**src/rtl/arith_pkg.sv**
```systemverilog
// arith_pkg: shared definitions for the arithmetic datapath blocks.
//   - serial_add_state_e : control states of the bit-serial adder
//   - cnt_width()        : width of a bit counter that indexes 0..w-1,
//                          never narrower than one bit
package arith_pkg;

    typedef enum logic [1:0] {
        IDLE  = 2'd0,
        SHIFT = 2'd1,
        DONE  = 2'd2
    } serial_add_state_e;

    // $clog2(1) is 0, which would give a zero-width counter for WIDTH=1.
    function automatic int cnt_width(input int w);
        return (w <= 1) ? 1 : $clog2(w);
    endfunction

endpackage

```
**src/rtl/full_adder.sv**
```systemverilog
// full_adder: single-bit full adder cell.
// Ports:
//   a, b  in  1  addend bits
//   ci    in  1  carry in
//   s     out 1  sum bit
//   co    out 1  carry out
module full_adder (
    input  logic a,
    input  logic b,
    input  logic ci,
    output logic s,
    output logic co
);

    assign s  = a ^ b ^ ci;
    assign co = (a & b) | (ci & (a ^ b));

endmodule

```
**src/rtl/serial_adder.sv**
```systemverilog
// serial_adder: bit-serial add/subtract engine. Operands are accepted
// through a valid/ready handshake, added LSB-first one bit per clock
// through a single full_adder, and the result is held in DONE until the
// consumer takes it.
// Ports:
//   clk        in   1      clock, rising edge
//   rst        in   1      synchronous active-high reset
//   in_valid   in   1      operand set valid
//   in_ready   out  1      block idle, can accept operands
//   a, b       in   WIDTH  operands
//   cin        in   1      carry in for add (ignored for sub)
//   sub        in   1      0: a+b+cin, 1: a-b
//   out_valid  out  1      result valid
//   out_ready  in   1      consumer accepts result
//   sum        out  WIDTH  result
//   cout       out  1      carry out; for sub, 1 means no borrow
//   busy       out  1      operation in flight (SHIFT or DONE)
module serial_adder
    import arith_pkg::*;
#(
    parameter int WIDTH = 8
) (
    input  logic             clk,
    input  logic             rst,
    input  logic             in_valid,
    output logic             in_ready,
    input  logic [WIDTH-1:0] a,
    input  logic [WIDTH-1:0] b,
    input  logic             cin,
    input  logic             sub,
    output logic             out_valid,
    input  logic             out_ready,
    output logic [WIDTH-1:0] sum,
    output logic             cout,
    output logic             busy
);

    localparam int CNT_W = cnt_width(WIDTH);
    localparam logic [CNT_W-1:0] LAST = CNT_W'(WIDTH - 1);

    serial_add_state_e state, next_state;

    logic [WIDTH-1:0] a_sr;
    logic [WIDTH-1:0] b_sr;
    logic [WIDTH-1:0] sum_sr;
    logic [WIDTH:0]   sum_cat;
    logic [CNT_W-1:0] cnt;
    logic             carry_q;
    logic             cout_q;
    logic             fa_s;
    logic             fa_co;

    full_adder u_fa (
        .a  (a_sr[0]),
        .b  (b_sr[0]),
        .ci (carry_q),
        .s  (fa_s),
        .co (fa_co)
    );

    // New sum bit enters at the MSB; after WIDTH shifts the first bit
    // computed (the LSB) has reached bit 0. Built through a WIDTH+1 wide
    // concatenation so WIDTH=1 needs no special case.
    assign sum_cat = {fa_s, sum_sr};

    // State register
    always_ff @(posedge clk) begin
        if (rst) state <= IDLE;
        else     state <= next_state;
    end

    // Next state and handshake decode
    always_comb begin
        next_state = state;
        in_ready   = 1'b0;
        out_valid  = 1'b0;
        busy       = 1'b0;
        case (state)
            IDLE: begin
                in_ready = 1'b1;
                if (in_valid) next_state = SHIFT;
            end
            SHIFT: begin
                busy = 1'b1;
                if (cnt == LAST) next_state = DONE;
            end
            DONE: begin
                busy      = 1'b1;
                out_valid = 1'b1;
                if (out_ready) next_state = IDLE;
            end
            default: next_state = IDLE;
        endcase
    end

    // Operand capture and bit-serial datapath
    always_ff @(posedge clk) begin
        if (rst) begin
            a_sr    <= '0;
            b_sr    <= '0;
            sum_sr  <= '0;
            cnt     <= '0;
            carry_q <= 1'b0;
            cout_q  <= 1'b0;
        end else begin
            case (state)
                IDLE: begin
                    if (in_valid) begin
                        // Subtraction as a + ~b + 1.
                        a_sr    <= a;
                        b_sr    <= sub ? ~b : b;
                        carry_q <= sub ? 1'b1 : cin;
                        cnt     <= '0;
                    end
                end
                SHIFT: begin
                    a_sr    <= a_sr >> 1;
                    b_sr    <= b_sr >> 1;
                    sum_sr  <= sum_cat[WIDTH:1];
                    carry_q <= fa_co;
                    cnt     <= cnt + CNT_W'(1);
                    if (cnt == LAST) cout_q <= fa_co;
                end
                default: ;
            endcase
        end
    end

    assign sum  = sum_sr;
    assign cout = cout_q;

endmodule
```
**config.mk**
```make
export PLATFORM = sky130hd
export DESIGN_NAME = serial_adder
export DESIGN_NICKNAME = d
export VERILOG_FILES = /design/src/rtl/arith_pkg.sv /design/src/rtl/full_adder.sv /design/src/rtl/serial_adder.sv
export SDC_FILE = /design/constraint.sdc
export NUM_CORES = 1
export LEC_CHECK = 0
export CAP_MARGIN = 0
export CORE_UTILIZATION = 32
export DETAILED_ROUTE_END_ITERATION = 16
export GPL_ROUTABILITY_DRIVEN = 0
export GPL_TIMING_DRIVEN = 0
export SETUP_SLACK_MARGIN = 0.3
export SKIP_LAST_GASP = 1
export SYNTH_ARGS = -nofsm -noshare
export SYNTH_HDL_FRONTEND = slang
export SYNTH_HIERARCHICAL = 1
export SYNTH_SLANG_ARGS = --single-unit
export TNS_END_PERCENT = 1
```
**constraint.sdc**
```tcl
create_clock -name clk -period 4.3 [get_ports clk]
set_input_delay 0.86 -clock clk [delete_from_list [all_inputs] [get_ports clk]]
set_output_delay 0.86 -clock clk [all_outputs]
set_load 0.01 [all_outputs]
```
==> run_results.csv, run 1 <==
group,metric,value,unit
finish,area_growth,32.4,%
placement,post-place-cells,241,
floorplan,io_pins,34,
synthesis,synth.distinct_cells,27,
clocking,clkTransAtPathRegs,60,ps
floorplan,num_rows,24,
clocking,clock-sinks,31,
pwr,clkPwrFrac,0.248,
floorplan,die_x,69.6,um
pwr,sw_frac_of_total,0.339,
finish,nets,224,
critical_path,r2r_cells,6,
drt,route.detailed.drc,0,
clocking,cts_made_buffers,5,
critical_path,cp_num_buf_inv,2,
global_routing,grt_max_degree,12,
job,maxCapViolations,0,
global_routing,grt_pass1_vias,1113,
pwr,switching_power,310,uW
sta,setup_violations,0,
worst_hold_path,hp-class,"flip-flop to flip-flop",
floorplan,dieArea,0.00484,mm2
drt,drt_iter0_drc,34,
critical_path,cpPeakStageDelay,580,ps
floorplan,die_h,69.6,um
run_status,outcome,"finished, final reports clean",
global_routing,gr-usage-met3,0.0363,
floorplan,core_area,0.00438,mm2
critical_path,crit_slowest_cell,"clkdlybuf4s50_1",
clocking,insertion_delay,290,ps
sta,worstMarginPinSlew,483,ps
sta,relSlewSlack,0.678,
global_routing,gr-total-overflow,0,
global_routing,use_met1,0.189,
critical_path,crit_fanout,6,
critical_path,cp-start-kind,"flip-flop",
finish,multi_input_area,766,um2
synthesis,synthFlopType,"dfxtp_1",
drt,wirelength,3030,um
synthesis,ys_seq_area_frac,0.425,
critical_path,critical_path.endpoint_type,"output pin",
clocking,post_cts_resized,0,
critical_path,worstPathRequired,3440,ps
synthesis,syn_inst,157,
finish,antennaDiodeCount,0,
synthesis,yosys_warnings,6,
drt,dr.pass1.iters,4,
finish,final_util,0.441,
synthesis,async_flop_share,0,
clocking,cts_tree,"yes",
critical_path,crit_type,"flip-flop to output pin",
synthesis,syn_area_per_cell,9.31,um2
synthesis,synth_edf_count,0,
clocking,clock_path_buffers,2,
sta,rsz0062_at_grt,"no",
pwr,seqPwrFrac,0.396,
pwr,p_per_area,472,mW/mm2
sta,fin_ws,1890,ps
placement,port_buffers,32,
placement,dp_slack,1860,ps
pwr,p_leak,0.000737,uW
finish,drive_gt1_frac,0.0863,
clocking,cts_root_buffer,"clkbuf_8",
placement,dp_hpwl,2120,um
critical_path,path_cells,"inv_1 > ha_1 > clkdlybuf4s50_1",
clocking,cts_setup_buffers,0,
synthesis,synth_nets,185,
pwr,pwr-share-comb,0.356,
drt,vias_per_cell,4.69,
pwr,finalPower,914,uW
synthesis,synth_area,0.00146,mm2
critical_path,crit_arrival,1550,ps
pwr,p_int,604,uW
drt,vias,1168,
clocking,cts_hold_buf,0,
worst_hold_path,hold_depth,2,
drt,wl_per_cell,12.2,um
global_routing,use_met2,0.198,
sta,final.period_utilization,0.561,
sta,min_period,2410,ps
finish,finalNonFillerCells,249,
sta,fmax,0.415,GHz
sta,hold_viol,0,
drt,antenna_left,0,
critical_path,cp.depth,3,
finish,regArea,621,um2
sta,skew,7.64,ps
sta,tns,0,ps
global_routing,grt_pass1_wl,5200,um
global_routing,antenna_found_initial,0,
finish,n_fill_cell,452,
floorplan,start_util,0.333,
sta,drv_slew,0,
critical_path,critical_path.top_delay_family,"buffers and inverters",
synthesis,ys_ff_latch,31,
clocking,h-tree-depth,2,
global_routing,busiest_layer,"met2",
global_routing,grt_usage,0.138,
pwr,max-vdd-ir-drop,0.221,mV
final timing paths:
kind	to	slack (ps)	startpoint
setup reg to reg	b_sr[5]	2610	state[1]
hold / removal	b_sr[6]	450	b_sr[6]
setup / recovery	in_ready	1890	state[1]
hold reg to reg	b_sr[6]	450	b_sr[6]
routing by layer:
layer / up-vias / share of wire / routed length, um
li1: 623 / - / -
met1: 510 / 0.50 / 1500
met2: 28 / 0.43 / 1310
met3: 7 / 0.051 / 153
met4: 0 / 0.019 / 57
met5: - / 0 / 0
kinds of logic (layout without fill, tap and decap cells):
logic type / after synthesis / count (layout) / share of synthesized area
and+or+nand+nor: 47 / 47 / 0.147
AOI/OAI and AO/OA: 32 / 32 / 0.148
DFF: 31 / 31 / 0.425
muxes: 18 / 18 / 0.124
buffers and inverters: 15 / 55 / 0.0514
xor gates and xnor gates: 8 / 8 / 0.0479
adders and majority gates: 6 / 6 / 0.0565
flip-flops by register name (all words and copies together) (netlist names):
signal	flops
state	2
cout	1
cnt	3
sum	8
b_sr	8
a_sr	8
carry_q	1
power by group through the flow:
stage | combinational, uW | sequential (uW) | clock (uW)
3_5_place_dp | 329 | 369 | 0
5_1_grt | 368 | 369 | 245
6_report | 326 | 362 | 227
2_1_floorplan | 236 | 364 | 0
3_3_place_gp | 327 | 368 | 0
4_1_cts | 331 | 363 | 235
cells in the mapped netlist, types with 2 or more instances:
master    count  area share
inv_1         4       0.010
nand3b_1      2       0.010
nor2_1       17       0.044
buf_2         6       0.021
clkbuf_1      2      0.0051
a32oi_1       2       0.012
a21oi_1      12       0.041
nand2_1      15       0.039
nand2b_1      9       0.039
mux2i_1      17        0.12
xor2_1        7       0.042
nor2b_1       2      0.0086
a211oi_1      8       0.041
dfxtp_1      31        0.42
ha_1          5       0.043
o211ai_1      7       0.036
through the flow:
| stage | area, um2 | hold slack (ps) |
|---|---|---|
| floorplan | 1460 | 427 |
| global placement | 1850 | 435 |
| detailed placement | 1850 | 439 |
| CTS | 1940 | 448 |
| global route | 1940 | 462 |
| finish | 1940 | 446 |
layout by cell type, fill, tap and decap left out, types with 6 or more instances in the layout:
| cell type | count |
|---|---|
| nand2_1 | 15 |
| o211ai_1 | 7 |
| clkdlybuf4s50_1 | 32 |
| a211oi_1 | 8 |
| nand2b_1 | 9 |
| dfxtp_1 | 31 |
| mux2i_1 | 17 |
| buf_2 | 6 |
| a21oi_1 | 12 |
| xor2_1 | 7 |
| nor2_1 | 17 |
cell type report:
type / instances / share of cell area
plain buffers: 11 / 0.0310
clock inverters: 3 / 0.0103
multi-input cells: 111 / 0.396
repair buffers: 32 / 0.165
flip-flops and latches: 31 / 0.321
well taps: 52 / 0.0336
clock buffers: 5 / 0.0356
inverters: 4 / 0.00776
worst reg2reg max path, delay by kind of cell, from the launching register on:
family                   cells  cell delay (ps)
multiplexers                 1              420
adder cells (fa/ha/maj)      1              290
flip-flops                   1              310
AND/OR/NAND/NOR              1               80
buffers and inverters        2              400
AO/OA/AOI/OAI                1              120
Note: power is estimated with default switching activity, not from simulation.
==> inputs of run 2 (changes only) <==
Clock period 4.3 ns to 2.5 ns, I/O delays scaled along.
==> results of run 2 <==
Same layout as run 1 (identical final DEF). Status: finished, final reports clean.
Among the figures that moved: setup slack after placement 1860 ps -> 423 ps; setup slack after layout 1890 ps -> 448 ps; register-to-register setup slack 2610 ps -> 810 ps; total power 914 uW -> 1570 uW; worst IR drop on VDD 0.221 mV -> 0.380 mV
==> inputs of run 3 (changes only) <==
Clock period 2.5 ns to 1.8 ns, I/O delays scaled along.
==> run_results.csv, run 3 (synthesis results as in run 1) <==
group,metric,value,unit
placement,dp_hpwl,2150,um
clocking,clock-sinks,31,
critical_path,crit_fanout,3,
global_routing,gr-total-overflow,0,
clocking,cts_root_buffer,"clkbuf_8",
critical_path,r2r_setup_slack,330,ps
finish,final_util,0.448,
clocking,cts_tree,"yes",
floorplan,start_util,0.333,
clocking,cts_setup_buffers,0,
global_routing,grt_max_degree,11,
sta,hold_viol,0,
drt,vias_per_cell,4.83,
drt,drt_iter0_drc,53,
sta,tns,0,ps
critical_path,crit_slowest_cell,"clkdlybuf4s50_1",
worst_hold_path,hold_depth,2,
sta,final.period_utilization,0.861,
drt,dr.pass1.iters,5,
worst_hold_path,hp-start,"b_sr[1]",
pwr,max-vdd-ir-drop,0.409,mV
critical_path,crit_arrival,1190,ps
placement,post-place-cells,241,
global_routing,grt_pass1_wl,5400,um
finish,antennaDiodeCount,0,
sta,rsz0062_at_grt,"yes",
sta,min_period,1550,ps
sta,relSlewSlack,0.688,
floorplan,core_area,0.00438,mm2
finish,area_growth,34.4,%
critical_path,cp_num_buf_inv,1,
clocking,cts_made_buffers,5,
clocking,clkTransAtPathRegs,60,ps
critical_path,critical_path.endpoint_type,"output pin",
placement,placed_area,0.00185,mm2
drt,vias,1199,
run_status,outcome,"finished, final reports clean",
sta,fmax,0.645,GHz
critical_path,path_cells,"clkdlybuf4s50_1",
job,maxCapViolations,0,
pwr,p_leak,0.000773,uW
drt,wirelength,3060,um
finish,nets,224,
worst_hold_path,holdPathEnd,"b_sr[1]",
floorplan,num_rows,24,
floorplan,io_pins,34,
global_routing,grt_usage,0.142,
critical_path,crit_type,"flip-flop to output pin",
critical_path,cp-start-kind,"flip-flop",
finish,stdcell_area,0.00196,mm2
drt,wl_per_cell,12.4,um
pwr,p_per_area,1140,mW/mm2
critical_path,cpPeakStageDelay,560,ps
sta,skew,6.93,ps
critical_path,r2r-start,"state[0]",
placement,port_buffers,32,
worst_hold_path,hp-class,"flip-flop to flip-flop",
clocking,clock_path_buffers,2,
sta,drv_slew,0,
critical_path,worstPathRequired,1440,ps
finish,drive_gt1_frac,0.117,
clocking,insertion_delay,280,ps
finish,finalNonFillerCells,248,
clocking,cts_hold_buf,0,
critical_path,critical_path.top_delay_family,"buffers and inverters",
finish,mostFrequentLayoutCells,"30 x dfxtp_1, 27 x clkdlybuf4s50_1, 17 x nor2_1, 16 x mux2i_1, 15 x nand2_1",
drt,antenna_left,0,
critical_path,r2r_cells,6,
drt,route.detailed.drc,0,
floorplan,die_x,69.6,um
floorplan,dieArea,0.00484,mm2
finish,mostFrequentLayoutCell,"dfxtp_1",
sta,worstMarginPinSlew,468,ps
global_routing,grt_pass1_vias,1191,
critical_path,r2r-end,"b_sr[6]",
clocking,h-tree-depth,2,
global_routing,antenna_found_initial,0,
sta,setup_violations,0,
floorplan,die_h,69.6,um
## run 3: cell types whose count changed in the layout (fill, tap and decap cells not counted), moves of 2 or more
| cell | before | now |
|---|---|---|
| dlygate4sd2_1 | 0 | 3 |
| buf_4 | 1 | 4 |
| clkdlybuf4s50_1 | 32 | 27 |
| buf_2 | 6 | 3 |
| clkinvlp_4 | 2 | 0 |
| ha_1 | 5 | 3 |
| inv_2 | 0 | 2 |
| inv_1 | 4 | 2 |
## run 3: stage by stage
stage                     hold slack, ps  setup slack, ps  total power (uW)
final                                446              250              2230
after CTS                            448              244              2250
after floorplan                      427              343              1440
after global placement               435             -130              1660
after detailed placement             438             -130              1670
after global routing                 462              208              2400
## run 3: layer usage
| metal | GRT usage | part of all wire | vias up | wire length [um] |
|---|---|---|---|---|
| met5 | 0 | 0 | - | 0 |
| met4 | 0.0680 | 0.017 | 0 | 53 |
| met3 | 0.0392 | 0.048 | 8 | 147 |
| met2 | 0.208 | 0.42 | 27 | 1270 |
| met1 | 0.192 | 0.52 | 546 | 1590 |
| li1 | - | - | 618 | - |
## run 3: final cells by class
| type | instances | area, um2 |
|---|---|---|
| Clock inverter | 1 | 5.00 |
| Buffer | 11 | 71.3 |
| Fill cell | 422 | 2420 |
| Inverter | 4 | 15.0 |
| Sequential cell | 31 | 622 |
| Clock buffer | 6 | 82.6 |
| Multi-Input combinational cell | 111 | 785 |
| Tap cell | 52 | 65.1 |
| Timing Repair Buffer | 32 | 319 |
## run 3: worst max-delay path by stage
stage	startpoint	end	slack (ps)	cells past startpoint
final	sum[7]	sum[7]	250	1
after global routing	sum[3]	sum[3]	210	1
after CTS	sum[1]	sum[1]	240	1
after detailed placement	rst	sum[2]	-130	4
after global placement	rst	sum[2]	-130	4
after floorplan	state[0]	b_sr[5]	340	6
## run 3: report_power, final
group | switching (uW) | internal, uW
clock network | 246 | 299
registers | 65.0 | 805
logic | 419 | 399
## run 3: worst reg2reg max path, delay by kind of cell, from the launching register on
family / cells / cell delay, ps
multiplexers: 1 / 400
flip-flops: 1 / 330
buffers and inverters: 2 / 260
adder cells (fa/ha/maj): 1 / 170
AO/OA/AOI/OAI: 2 / 170
## run 3: repair_timing
action                                 in CTS  in global routing
resized for setup                          14                  3
setup endpoints to repair                  41                 41
endpoints found under the hold margin       0                  0
